==> config.mk <==
export PLATFORM = sky130hd
export DESIGN_NAME = ddr_phy_dm_gearbox
export DESIGN_NICKNAME = d
export VERILOG_FILES = /design/src/rtl/ddr_phy_dm_gearbox.sv
export SDC_FILE = /design/constraint.sdc
export NUM_CORES = 1
export LEC_CHECK = 0
export ABC_AREA = 1
export CORE_UTILIZATION = 53
export DETAILED_ROUTE_END_ITERATION = 10
export PLACE_DENSITY = 0.9
export SYNTH_ARGS = -nofsm -noshare
export SYNTH_HDL_FRONTEND = slang
export SYNTH_SLANG_ARGS = --single-unit
==> constraint.sdc <==
create_clock -name clk100m -period 2.93 [get_ports clk100m]
set_input_delay 0.879 -clock clk100m [delete_from_list [all_inputs] [get_ports clk100m]]
set_output_delay 0.879 -clock clk100m [all_outputs]
set_load 0.02 [all_outputs]
==> src/rtl/ddr_phy_dm_gearbox.sv <==
// ddr_phy_dm_gearbox
//   Write data-mask gearbox for the DDR PHY clk100m domain. Packs per-lane
//   2-phase DM (p0/p1) into OSER8 8-slot words, applies a per-lane slot delay
//   that carries delayed slots into the following word, and produces the
//   matching OSER8 TX (tristate) words from a pre/active/post drive window.
//
//   Optional feature macro: DDR_PHY_DM_OE_EN
//     defined   : drive-window FSM, busy, cfg_load deferred while busy
//     undefined : p_dm_oe tied 0 (always drive), busy tied 0,
//                 cfg_load always applies next cycle
//
// Ports
//   clk100m    in   PHY core clock, posedge
//   phy_rst_n  in   asynchronous active-low reset
//   wr_en      in   burst word valid
//   wdm        in   lane n {p1,p0} at [2n+1:2n]
//   cfg_shift  in   lane n slot delay at [3n+2:3n]
//   cfg_load   in   capture cfg_shift
//   p_dm       out  lane n OSER8 D7..D0 at [8n+7:8n], D0 serialized first
//   p_dm_oe    out  lane n OSER8 TX3..TX0, 0 = drive, 1 = Hi-Z
//   busy       out  drive window active
module ddr_phy_dm_gearbox #(
    parameter int unsigned LANES     = 2,
    parameter int unsigned PRE_CYC   = 1,
    parameter int unsigned POST_CYC  = 1,
    parameter logic        DM_IDLE   = 1'b0,
    parameter logic [2:0]  SHIFT_RST = 3'd2
) (
    input  logic               clk100m,
    input  logic               phy_rst_n,
    input  logic               wr_en,
    input  logic [LANES*2-1:0] wdm,
    input  logic [LANES*3-1:0] cfg_shift,
    input  logic               cfg_load,
    output logic [LANES*8-1:0] p_dm,
    output logic [LANES*4-1:0] p_dm_oe,
    output logic               busy
);

    // One pipeline stage is always provided; with PRE_CYC=0 it is bypassed.
    localparam int unsigned DEPTH  = (PRE_CYC == 0) ? 1 : PRE_CYC;
    localparam logic [7:0]  IDLE_W = {8{DM_IDLE}};

    logic [LANES-1:0][7:0]             w_word;
    logic [LANES-1:0][7:0]             cur_w;
    logic [LANES-1:0][7:0]             prev_w;
    logic [LANES-1:0][7:0]             out_w;
    logic [DEPTH-1:0][LANES-1:0][7:0]  dly_w;
    logic [LANES-1:0][2:0]             shift_q;

    always_comb begin
        w_word = '0;
        for (int unsigned n = 0; n < LANES; n++) begin
            w_word[n] = wr_en ? {{4{wdm[2*n+1]}}, {4{wdm[2*n]}}} : IDLE_W;
        end
    end

    always_ff @(posedge clk100m or negedge phy_rst_n) begin
        if (!phy_rst_n) begin
            dly_w <= {DEPTH*LANES{IDLE_W}};
        end else begin
            dly_w[0] <= w_word;
            for (int unsigned i = 1; i < DEPTH; i++) begin
                dly_w[i] <= dly_w[i-1];
            end
        end
    end

    // The final stage feeds the output register, which supplies the last cycle
    // of the PRE_CYC+1 latency.
    assign cur_w = (PRE_CYC == 0) ? w_word : dly_w[DEPTH-1];

    // Slot delay S: the top S slots of the previous word land in D(S-1)..D0,
    // so nothing is lost across a word boundary. S=0 shifts by 8 -> cur.
    always_comb begin
        out_w = '0;
        for (int unsigned n = 0; n < LANES; n++) begin
            out_w[n] = 8'({cur_w[n], prev_w[n]} >> (4'd8 - {1'b0, shift_q[n]}));
        end
    end

    always_ff @(posedge clk100m or negedge phy_rst_n) begin
        if (!phy_rst_n) begin
            prev_w <= {LANES{IDLE_W}};
            p_dm   <= {LANES{IDLE_W}};
        end else begin
            prev_w <= cur_w;
            p_dm   <= out_w;
        end
    end

`ifdef DDR_PHY_DM_OE_EN
    typedef enum logic [1:0] {ST_IDLE, ST_PRE, ST_ACTIVE, ST_POST} state_t;

    state_t                state_q, state_d;
    logic [1:0]            cnt_q, cnt_d;
    logic [DEPTH-1:0]      dly_v;
    logic                  cur_v;
    logic                  v_out;
    logic                  any_pend;
    logic [LANES-1:0][2:0] pend_q;
    logic                  pend_v;

    always_ff @(posedge clk100m or negedge phy_rst_n) begin
        if (!phy_rst_n) begin
            dly_v <= '0;
            v_out <= 1'b0;
        end else begin
            dly_v[0] <= wr_en;
            for (int unsigned i = 1; i < DEPTH; i++) begin
                dly_v[i] <= dly_v[i-1];
            end
            v_out <= cur_v;
        end
    end

    assign cur_v = (PRE_CYC == 0) ? wr_en : dly_v[DEPTH-1];

    // ACTIVE is held while any word is still in flight (v_out covers the word
    // on p_dm whose delayed slots spill into the next cycle), so a new wr_en
    // landing inside ACTIVE never opens a Hi-Z gap.
    assign any_pend = wr_en | (|dly_v) | v_out;

    always_comb begin
        state_d = state_q;
        cnt_d   = cnt_q;
        case (state_q)
            ST_IDLE, ST_POST: begin
                if (wr_en) begin
                    if (PRE_CYC == 0) begin
                        state_d = ST_ACTIVE;
                    end else begin
                        state_d = ST_PRE;
                        cnt_d   = 2'(PRE_CYC - 1);
                    end
                end else if (state_q == ST_POST) begin
                    if (cnt_q == 2'd0) state_d = ST_IDLE;
                    else               cnt_d   = cnt_q - 2'd1;
                end
            end
            ST_PRE: begin
                if (cnt_q == 2'd0) state_d = ST_ACTIVE;
                else               cnt_d   = cnt_q - 2'd1;
            end
            ST_ACTIVE: begin
                if (!any_pend) begin
                    if (POST_CYC == 0) begin
                        state_d = ST_IDLE;
                    end else begin
                        state_d = ST_POST;
                        cnt_d   = 2'(POST_CYC - 1);
                    end
                end
            end
            default: state_d = ST_IDLE;
        endcase
    end

    always_ff @(posedge clk100m or negedge phy_rst_n) begin
        if (!phy_rst_n) begin
            state_q <= ST_IDLE;
            cnt_q   <= '0;
            busy    <= 1'b0;
            p_dm_oe <= '1;
            shift_q <= {LANES{SHIFT_RST}};
            pend_q  <= '0;
            pend_v  <= 1'b0;
        end else begin
            state_q <= state_d;
            cnt_q   <= cnt_d;
            busy    <= (state_d != ST_IDLE);
            p_dm_oe <= {LANES*4{state_d == ST_IDLE}};
            if (state_q == ST_IDLE) begin
                if (cfg_load) shift_q <= cfg_shift;
            end else if (state_d == ST_IDLE) begin
                // A load on the final busy cycle supersedes the pending value.
                if (cfg_load)    shift_q <= cfg_shift;
                else if (pend_v) shift_q <= pend_q;
                pend_v <= 1'b0;
            end else if (cfg_load) begin
                pend_q <= cfg_shift;
                pend_v <= 1'b1;
            end
        end
    end
`else
    assign p_dm_oe = '0;
    assign busy    = 1'b0;

    always_ff @(posedge clk100m or negedge phy_rst_n) begin
        if (!phy_rst_n) begin
            shift_q <= {LANES{SHIFT_RST}};
        end else if (cfg_load) begin
            shift_q <= cfg_shift;
        end
    end
`endif

endmodule
Yosys cells after proc, flatten, opt, wreduce, memory -nomap -nowiden --
Cells that the tools add are included.
Operators by class: shifts and indexed selects 2, muxes and demuxes 2, $add $sub $neg 2
Operators with widths (count):
- $shr A16 B4 Y8 | 2
- $mux W8 | 2
- $sub A4 B3 Y4 const A | 2
Word-level totals: register bits 54

Logic depth before layout (Yosys ltp) --
depth in word-level cells 2, depth in mapped cells 9

Worst setup path after synthesis --
Ideal clock, no wire load.
path type register to register, start register shift_q[1] (netlist bit), end register p_dm[6], path slack 1.444 ns, clock period less this slack 1.486 ns, setup time 0.122 ns, stages on the path, launching flop included 9, arrival time 1.364 ns, data required time 2.808 ns, path through dfstp_2 > inv_1 > ha_1 > inv_2 > nand2_4 > and2_4 > nand2_1 > o211ai_2 > nand2_1
RTL lines:
- start: declaration | RTL line 49 | logic [LANES-1:0][2:0] shift_q;
- start signal: assignment | RTL line 192 | shift_q <= {LANES{SHIFT_RST}};
- start signal: assignment | RTL line 194 | shift_q <= cfg_shift;
- end signal: assignment | RTL line 85 | p_dm <= {LANES{IDLE_W}};
- end signal: assignment | RTL line 88 | p_dm <= out_w;
- end: declaration | RTL line 35 | output logic [LANES*8-1:0] p_dm,

Worst setup path in the final report --
start register p_dm[3], end output p_dm[3]
No word-level cell between the ends.

==> out/results.ini <==
[outcome]
outcome=finished clean

[synthesis]
synth-simple-area-share_pct=33.8
yosys.area_share.adder_pct=1.50
synth_xor_area_share_pct=0
yosysWarnings=0
ys_ff_latch=30
muxShareOfSynthArea_pct=0
synthesis.area_sq_um=1670
synth_top_family_by_area=simple AND/OR/NAND/NOR gates
synth_cells=216
synth-seq-area-share_pct=45.0
synth_cell_types=23
synth_compound_area_share_pct=7.40
avgSynthCellArea_sq_um=7.74

[place]
place.gp.congestion=0.890
dp.final_hpwl_mm=2.31
portBuffers=29

[setup_path]
crit_arrival_ns=1.26
cp_cell_sequence=clkdlybuf4s50_1
criticalPathCategory=register to primary output
r2r_start=shift_q[1]
cp-startpoint=p_dm[3]
crit_fanout=1
crit_required_ns=2.05
cp-end-kind=primary output
cp_num_buf_inv=1
cp-start-kind=register
crit_slowest_cell=clkdlybuf4s50_1
crit_family=buffers and inverters
cp_slowest_stage_delay_ns=0.59

[global_route]
busiest_layer=met2
grt_use_met2_pct=31.7
grt_pass1_vias=1193
use_met1_pct=28.2
track_usage_pct=21.5
gr-total-overflow=0
grt_pass1_wl_mm=5.29
use_met3_pct=7.59
grt_max_degree=31
antenna_found_initial=0

[timing]
timing.fmax_ghz=0.468
final_hold_viol_count=0
finalMaxSlewViolations=0
rsz0062_at_grt=no
setup_viol=0
timing.final.crit_share_pct=72.9
layout_min_cycle_time_ns=2.14
skew_ns=0.0103
whs_ns=0.498
tns_ns=0

[power_and_ir_drop]
p_clk_share_pct=20.6
p_comb_share_pct=37.3
switching_share_pct=34.8
leakage_nw=1.06
powerDensity_nw_per_um2=595
internal_power_uw=780
power.switching_uw=416
seqPwrFrac_pct=42.1
peakVddDrop_mv=0.286

[route]
wirelength_mm=3.08
ant_nets=0
drcViolationCount=0
wl_per_cell_um=10.5
viasPerCell=4.90
vias=1437
drtIter0Drc=50
dr.pass1.iters=4

[floorplan]
ioPinCount=39
core_sq_um=3030
start_util_pct=55.2
dieArea_sq_um=3380
die_w_um=58.2
chipHeight_um=58.2
row_count=20

[final_layout]
nets=264
drive_gt1_share_pct=10.8
final_common_cell=nand2_1
layout_common_cells=73 x nand2_1, 40 x nand3_1, 29 x clkdlybuf4s50_1, 28 x dfrtp_1, 19 x inv_1
n_antenna_cell=0
nFillCells=275
areaGrowthSynthToFinish_pct=20.2

[clocking]
cts-root-buf=clkbuf_4
hold_buffers=0
clk_path_buf_depth=2
path_clk_slew_ns=0.09
cts_resized=0
cts_sinks=30
numCtsBuffers=5
post_cts_buffers=0
htreeDepth=2
worstSkewPairLatency_ns=0.33
tritoncts=built

[min_path]
hold_class=register to register
min-delay-start=cur_w[11]

[job]
maxCapViolations=0

-- registers in the layout, summed over array words and instances (netlist names) --
signal,flops
cur_w,4
shift_q,6
prev_w,4
p_dm,16
-- kinds of logic (layout without fill, tap and decap cells) --
| group | count (synthesis) | count (layout) |
|---|---|---|
| simple gates | 126 | 126 |
| buf+inv | 39 | 64 |
| flops | 30 | 30 |
| compound gates | 18 | 18 |
| fa+ha+maj | 2 | 2 |
| other cells | 1 | 9 |
-- cells in the mapped netlist --
cell type,n,share of area (%)
nand2_1,73,16
nand3_1,40,12
dfrtp_1,28,42
inv_1,19,4.3
buf_4,10,4.5
o21ai_0,8,2.4
inv_2,7,1.6
o211ai_1,6,2.7
nor2_1,4,0.90
nand2_2,3,1.1
dfstp_2,2,3.1
ha_1,2,1.5
nand2_4,2,1.3
nand3_2,2,1.2
o211ai_2,2,1.5
and2_4,1,0.52
buf_6,1,0.67
clkbuf_1,1,0.22
clkbuf_8,1,0.82
conb_1,1,0.22
nand4_1,1,0.37
o21ai_1,1,0.30
o21ai_2,1,0.52
-- power groups by stage --
stage	Combinational [mW]	Sequential [mW]	Clock (mW)
floorplan	0.229	0.579	0
global placement	0.440	0.510	0
detailed placement	0.444	0.513	0
CTS	0.446	0.504	0.256
global route	0.492	0.511	0.276
finish	0.446	0.504	0.246
-- layer usage --
layer  share of wire [%]  up-vias  wire [um]
li1                    -      743          -
met1                  48      637       1470
met2                  45       49       1400
met3                 4.9        8        151
met4                 2.2        0         68
met5                   0        -          0
-- metrics by stage --
step / power [mW] / instances / util, % / setup slack [ns] / cell area [sq um]
3_5_place_dp: 0.957 / 285 / 64.5 / 1.11 / 1950
3_3_place_gp: 0.951 / 285 / 64.5 / 1.14 / 1950
6_report: 1.20 / 293 / 66.4 / 0.793 / 2010
2_1_floorplan: 0.808 / 224 / - / 1.44 / 1700
4_1_cts: 1.21 / 293 / 66.4 / 0.764 / 2010
5_1_grt: 1.28 / 293 / 66.4 / 0.730 / 2010
-- path summary, 6_finish.rpt --
kind                         endpoint  slack (ns)  cells after the start
max                           p_dm[3]        0.79                      1
max in group asynchronous  shift_q[1]        1.70                      2
min in group asynchronous    p_dm[10]        0.92                      2
min                        prev_w[11]        0.50                      0
max reg2reg                   p_dm[3]        1.20                      9
min reg2reg                prev_w[11]        0.50                      0
-- layout make-up --
| class | instances | area [sq um] | share of cell area [%] |
|---|---|---|---|
| Sequential cell | 30 | 753 | 37.5 |
| Multi-Input combinational cell | 155 | 748 | 37.2 |
| Tap cell | 44 | 55.1 | 2.74 |
| Clock buffer | 8 | 58.8 | 2.92 |
| Inverter | 26 | 97.6 | 4.85 |
| Timing Repair Buffer | 30 | 298 | 14.8 |
Power figures use the tool's default switching activity.
